--- src/rtl/fp_mul_stage.sv ---
// fp_mul_stage: multiply stage of a floating-point multiplier.
// Takes decoded operands (sign, biased exponent, significand with hidden bit,
// class flags). Produces sign, unbiased-sum exponent, the full significand
// product and product class flags. Valid/ready handshake on both sides.
// Build option FP_MUL_PIPE2_EN: adds an operand register stage, giving
// latency 2. Without it the product is registered directly, giving latency 1.
module fp_mul_stage #(
  parameter int FW = 23,
  parameter int EW = 8
) (
  input  logic              clk,
  input  logic              rst_n,
  input  logic              in_valid,
  output logic              in_ready,
  input  logic              sign1,
  input  logic              sign2,
  input  logic [EW-1:0]     exponent1,
  input  logic [EW-1:0]     exponent2,
  input  logic [FW:0]       significant1,
  input  logic [FW:0]       significant2,
  input  logic              inf1,
  input  logic              inf2,
  input  logic              nan1,
  input  logic              nan2,
  input  logic              zero1,
  input  logic              zero2,
  output logic              out_valid,
  input  logic              out_ready,
  output logic              p_sign,
  output logic [EW+1:0]     p_exp,
  output logic [2*FW+1:0]   p_sig,
  output logic              p_inf,
  output logic              p_nan,
  output logic              p_zero
);

  localparam logic [EW+1:0] BIAS = (EW+2)'((1 << (EW-1)) - 1);

  typedef struct packed {
    logic          sign1, sign2;
    logic [EW-1:0] exp1, exp2;
    logic [FW:0]   sig1, sig2;
    logic          inf1, inf2, nan1, nan2, zero1, zero2;
  } op_t;

  typedef struct packed {
    logic            sign;
    logic [EW+1:0]   exp;
    logic [2*FW+1:0] sig;
    logic            inf, nan, zero;
  } prod_t;

  // Product of one operand pair. Exponent 0 encodes a subnormal, which
  // behaves like exponent 1. Special results carry zero exp/sig.
  function automatic prod_t mul_fn(input op_t o);
    prod_t         r;
    logic [EW+1:0] e1, e2;
    r    = '0;
    e1   = (o.exp1 == '0) ? (EW+2)'(1) : {2'b00, o.exp1};
    e2   = (o.exp2 == '0) ? (EW+2)'(1) : {2'b00, o.exp2};
    r.nan  = o.nan1 | o.nan2 | (o.inf1 & o.zero2) | (o.zero1 & o.inf2);
    r.inf  = (o.inf1 | o.inf2) & ~r.nan;
    r.zero = (o.zero1 | o.zero2) & ~r.nan & ~r.inf;
    r.sign = (o.sign1 ^ o.sign2) & ~r.nan;
    if (!(r.nan | r.inf | r.zero)) begin
      r.exp = e1 + e2 - BIAS;
      r.sig = {{(FW+1){1'b0}}, o.sig1} * {{(FW+1){1'b0}}, o.sig2};
    end
    return r;
  endfunction

  op_t   op_d;
  prod_t prod_q;

  assign op_d = '{sign1: sign1, sign2: sign2, exp1: exponent1, exp2: exponent2,
                  sig1: significant1, sig2: significant2,
                  inf1: inf1, inf2: inf2, nan1: nan1, nan2: nan2,
                  zero1: zero1, zero2: zero2};

`ifdef FP_MUL_PIPE2_EN
  localparam int STAGES = 2;
  logic [STAGES:1] vld_pipe;
  op_t             op_q;
  logic            ld1, ld2;

  // A stage loads when it is empty or its contents drain this cycle.
  assign ld2 = ~vld_pipe[2] | out_ready;
  assign ld1 = ~vld_pipe[1] | ld2;
  assign in_ready = ld1;

  // Stage 1 holds operands, stage 2 holds the product of stage 1.
  always_ff @(posedge clk or negedge rst_n) begin
    if (!rst_n) begin
      vld_pipe <= '0;
      op_q     <= '0;
      prod_q   <= '0;
    end else begin
      if (ld1) begin
        vld_pipe[1] <= in_valid;
        if (in_valid) op_q <= op_d;
      end
      if (ld2) begin
        vld_pipe[2] <= vld_pipe[1];
        if (vld_pipe[1]) prod_q <= mul_fn(op_q);
      end
    end
  end
`else
  localparam int STAGES = 1;
  logic [STAGES:1] vld_pipe;
  logic            ld1;

  assign ld1 = ~vld_pipe[1] | out_ready;
  assign in_ready = ld1;

  // Single stage: product registered straight from the inputs.
  always_ff @(posedge clk or negedge rst_n) begin
    if (!rst_n) begin
      vld_pipe <= '0;
      prod_q   <= '0;
    end else if (ld1) begin
      vld_pipe[1] <= in_valid;
      if (in_valid) prod_q <= mul_fn(op_d);
    end
  end
`endif

  assign out_valid = vld_pipe[STAGES];
  assign p_sign    = prod_q.sign;
  assign p_exp     = prod_q.exp;
  assign p_sig     = prod_q.sig;
  assign p_inf     = prod_q.inf;
  assign p_nan     = prod_q.nan;
  assign p_zero    = prod_q.zero;

endmodule

--- config.mk ---
export PLATFORM = sky130hd
export DESIGN_NAME = fp_mul_stage
export DESIGN_NICKNAME = d
export VERILOG_FILES = /design/src/rtl/fp_mul_stage.sv
export SDC_FILE = /design/constraint.sdc
export NUM_CORES = 2
export LEC_CHECK = 0
export CAP_MARGIN = 25
export CORE_UTILIZATION = 26
export DETAILED_ROUTE_END_ITERATION = 10
export RECOVER_POWER = 25
export REMOVE_ABC_BUFFERS = 1
export SLEW_MARGIN = 20
export SYNTH_ARGS = -nofsm -noshare
export SYNTH_HDL_FRONTEND = slang
export SYNTH_SLANG_ARGS = --single-unit
--- constraint.sdc ---
create_clock -name clk -period 4.5 [get_ports clk]
set_clock_uncertainty 0.15 [all_clocks]
set_input_delay 0.9 -clock clk [delete_from_list [all_inputs] [get_ports clk]]
set_output_delay 0.9 -clock clk [all_outputs]
set_load 0.02 [all_outputs]
* After elaboration in Yosys (flattened, before gate mapping)
Index checks and enable logic that the tools add are counted.
** Word-level totals
- Bits in registers :: 63
- Input bits :: 76
- Output and inout port bits :: 64
- Logic and storage cells :: 34
** Cells by class
- Add/subtract/negate cells :: 2
- Multiply operators :: 1
- Mux-type cells :: 3
- Bitwise gates (word level) :: 18
- Reductions and logical operators :: 3
** Operator list (number)
- $mux 58 :: 1
- $mul 24x24->48 :: 1
- $logic_not 8->1 :: 2
- $mux 8 :: 2
- $sub 9x7->10 const B :: 1
- $add 8x8->9 :: 1
- $or 1x1->1 :: 8
- $and 1x1->1 :: 6
- $not 1->1 :: 3
- $reduce_and 2->1 :: 1
- $xor 1x1->1 :: 1

* Logic depth before layout (Yosys ltp)
- Depth after elaboration :: 9
- Gate-level depth with buffers :: 26
- Gate-level depth less buffers :: 25

* Worst setup path before layout
Ideal clock, no wire load.
- Kind :: input-to-reg
- Start :: input significant2[3]
- End :: register prod_q (netlist bit p_sig[38])
- Setup time :: 0.134 ns
- Data arrival time :: 6.814 ns
- Data required time :: 4.216 ns
- Slack :: -2.598 ns
- Cell stages on the path :: 26
- Path buffers :: 1
- Path through :: clkbuf_1 -> nand2_1 -> fa_1 -> inv_1 -> fa_1 -> inv_1 -> fa_1 -> inv_1 -> fa_1 -> inv_1 -> fa_1 -> inv_1 -> fa_1 -> inv_1 -> fa_1 -> inv_1 -> ha_1 -> and3_1 -> nand3_1 -> o211ai_1 -> a31oi_2 -> o31ai_4 -> a2111oi_0 -> o21bai_1 -> xnor2_1 -> o21ai_0
** On the way
- Word-level cells in the longest chain between the ends :: 2
** Ends and longest elaborated chain
- start, declared :: RTL line 20 : input logic [FW:0] significant2,
- $mul 24x24->48 :: RTL line 67 : r.sig = {{(FW+1){1'b0}}, o.sig1} * {{(FW+1){1'b0}}, o.sig2};
- $mux 58 :: RTL line 65 : if (!(r.nan | r.inf | r.zero)) begin
- end signal, assigned :: RTL line 123 : if (in_valid) prod_q <= mul_fn(op_d);
- end, declared :: RTL line 73 : prod_t prod_q;
Every way passes these cells.
A chain may end at the register's enable or synchronous reset.

* Final worst setup path
- Start :: input significant2[3]
- End :: register prod_q (netlist bit p_sig[47])
Same word-level chain as after synthesis.

==> results_tabular.tex <==
\begin{tabular}{lr}
\hline
Metric & Value \\
\hline
\multicolumn{2}{l}{\textbf{Clock tree}} \\
Number of levels the H-tree was split into & 3 \\
Clock tree from TritonCTS & yes \\
Reg clk slew, reported paths & around 60 ps \\
Number of buffers created by CTS & 9 \\
Maximum count of clock buffers along a single path & 2 \\
Total number of clock tree sinks & between 60 and 70 \\
Root buffer cell & clkbuf\_16 \\
Latest clock arrival within the worst-skew pair & 350 ps \\
\multicolumn{2}{l}{\textbf{Finish}} \\
Area of all placed cells without fillers & 30400 um\^{}2 \\
Layout cells sized above 1 & 0.284 \\
Finished Layout Cells & 3966 \\
Number of nets in the final layout & 3638 \\
Core occupancy in the finished layout & 0.368 \\
Area delta synth->final & 39.4\% \\
Fillcell total & approximately 8000 \\
\multicolumn{2}{l}{\textbf{Timing}} \\
Max-slew headroom & -0.0329 \\
Fin crit period & 7100 ps \\
Setup-violating endpoint count in the final report & 41 \\
Worst Slack Setup Final & -2600 ps \\
Worst-margin pin slew & 1550 ps \\
Final count of hold timing violations & 0 \\
F\_max & 0.141 GHz \\
Setup repair after global routing missed its margin & true \\
Period Utilization, post-route & 1.58 \\
Slew Limit Fails & 27 \\
Total negative slack for setup checks & -85150 ps \\
\multicolumn{2}{l}{\textbf{Place}} \\
Cells after DPL & 3823 \\
Count of buffers from port buffering & 139 \\
HPWL reported at the end of detailed placement & between 50000 and 60000 um \\
Final estimated routing congestion in global placement & 0.884 \\
Placed inst area & 26800 um\^{}2 \\
\multicolumn{2}{l}{\textbf{Worst setup path}} \\
Setup CP Type & primary input to flip-flop \\
Maximum fanout along the worst path & 5 \\
Crit. End Element & flip-flop \\
Cell seen most often among critical-path stages & fa\_1 \\
Highest cell delay on the worst timing path & approximately 530 ps \\
Arrival time of the worst setup path & between 7000 and 8000 ps \\
Data required time of the worst path & 4570 ps \\
Kind of start point of the critical path & primary input \\
Slowest CP cell & fa\_1 \\
\multicolumn{2}{l}{\textbf{Floorplanning}} \\
Overall die width & 291 um \\
Effective utilization at floorplan & 0.264 \\
Number of rows created at floorplan & 105 \\
Area of the core & 82500 um\^{}2 \\
Top Ports & 140 \\
Vert. Die Dim & 291 um \\
Floorplan die area & 85000 um\^{}2 \\
\multicolumn{2}{l}{\textbf{Yosys}} \\
Share of synthesized flip-flops with an asynchronous set or reset & 1.00 \\
Synthesis warning total & 0 \\
Share of the synthesized area in the top cell type & 0.444 \\
Number of synthesized flops with an enable pin & 0 \\
Flip-flop cell with the highest count after synthesis & dfrtp\_1 \\
Average size of a mapped cell & 8.88 um\^{}2 \\
Post-synthesis cell area & between 20000 and 25000 um\^{}2 \\
Fraction of the yosys area taken by sequential cells & 0.0724 \\
Most numerous cell types in the synthesized netlist & inv\_1, fa\_1, nand2\_1 \\
Most area-consuming cells after synthesis & fa\_1, ha\_1, inv\_1 \\
Distinct cells, synth & 64 \\
Cell taking the most area after synthesis & fa\_1 \\
Synthesized netlist cell count & $\sim$2500 \\
Most common cell in the netlist & inv\_1 \\
Synth Register Bits & 63 \\
\multicolumn{2}{l}{\textbf{Routing}} \\
Initial DRT Pass Iterations & 5 \\
Total number of vias & 18100 \\
Detailed Route Iter0 Violations & approximately 1200 \\
ANT nets after route & 0 \\
Detail-routed net length per standard cell & 18.1 um \\
\# DRC & 0 \\
Vias per Instance & about 4.6 \\
Detailed Route WL & 71700 um \\
\multicolumn{2}{l}{\textbf{GRT}} \\
Total gr overflow & 0 \\
First-pass GRT wire length & between 100000 and 150000 um \\
Total GRT Usage & 0.166 \\
Maximum number of pins on one net before global-route repair & 67 \\
Vias in the first global route & 19500 \\
Number of antenna violations at the first check in global routing & 2 \\
\multicolumn{2}{l}{\textbf{Outcome}} \\
Violations in the final reports & max-capacitance violations, max-slew violations, negative setup slack \\
Outcome & complete, but fails checks \\
\multicolumn{2}{l}{\textbf{Hold path}} \\
Worst hold-check path type & flip-flop to flip-flop \\
\multicolumn{2}{l}{\textbf{Run}} \\
Number of max-cap violations & 1 \\
\hline
\end{tabular}
repair_timing:
action,4_1_cts,5_1_grt
cloned,13,9
hold buffers,0,0
resized for setup,533,213
endpoints found under the setup margin,42,42
buffers inserted,88,36
pin swaps,211,159
placed cells by master (no fill, tap or decap), drive strengths merged, types with 4 or more instances in the layout:
master	synthesis	final
a21o	12	12
a21oi	66	66
a22o	8	8
a31oi	4	4
and2	281	281
and3	5	5
buf	11	442
bufbuf	0	4
clkbuf	124	27
clkdlybuf4s50	0	89
dfrtp	63	63
dlygate4sd2	0	4
fa	483	483
ha	189	189
inv	575	576
nand2	379	379
nand2b	7	7
nand3	7	7
nand4	15	15
nor2	20	20
nor2b	6	6
nor3	9	9
nor4	5	5
o211ai	4	4
o21ai	70	70
o21bai	15	15
o31ai	10	10
xnor2	34	34
xor2	15	15
per-stage QoR:
step           hold WS, ps  worst slack, ps
3_3_place_gp           314            -3450
3_5_place_dp           319            -3530
2_1_floorplan          440            -2410
6_report               328            -2600
5_1_grt                351            -2780
4_1_cts                334            -2540
worst paths after layout:
| check | startpoint | endpoint | slack (ps) | cells past startpoint |
|---|---|---|---|---|
| max in group asynchronous | rst_n | p_sig[6] | 1550 | 2 |
| worst min register to register | p_exp[6] | p_exp[6] | 330 | 2 |
| worst max-delay path | significant2[3] | p_sig[47] | -2600 | 28 |
| min in group asynchronous | rst_n | p_exp[0] | 760 | 1 |
| worst min-delay path | p_exp[6] | p_exp[6] | 330 | 2 |
| worst max register to register | out_valid | p_sig[25] | 2100 | 5 |
metal layers:
metal	track usage	wire length (um)	share of wire
met1	0.226	31200	0.43
met2	0.273	33300	0.46
met3	0.0332	5810	0.081
met4	0.0352	1390	0.019
met5	0	13	0.00018
layout make-up:
cell class                      count  area (um^2)  share of cell area
Clock inverter                      6         68.8             0.00226
Timing Repair Buffer              561         5830               0.192
Inverter                          575         2160              0.0710
Clock buffer                       10          229             0.00754
Multi-Input combinational cell   1680        19200               0.631
Tap cell                         1070         1340              0.0441
Sequential cell                    63         1580              0.0519
Antenna cell                        1         2.50           0.0000824
critical path, delay by kind of cell:
kind | cells | cell delay (ps)
AOI/OAI and AO/OA | 7 | 1350
and+or+nand+nor | 1 | 50
buffers and inverters | 11 | 970
xor gates and xnor gates | 1 | 150
adders and majority gates | 8 | 3730
kinds of logic after synthesis:
family          count (synthesis)  share of synthesized area
simple gates                  748                      0.170
buf+inv                       710                      0.123
fa+ha+maj                     672                      0.552
compound gates                209                     0.0619
flops                          63                     0.0724
xor+xnor                       49                     0.0197
mux                             2                   0.000976
state kept, by name, summed over array words and instances, names as in the netlist:
name	count
p_sign	1
p_zero	1
p_exp	10
p_inf	1
out_valid	1
p_nan	1
p_sig	48
Power is left out: the tool's default activity adds up to more than one toggle a clock period on the data nets, which glitch-free logic cannot reach.
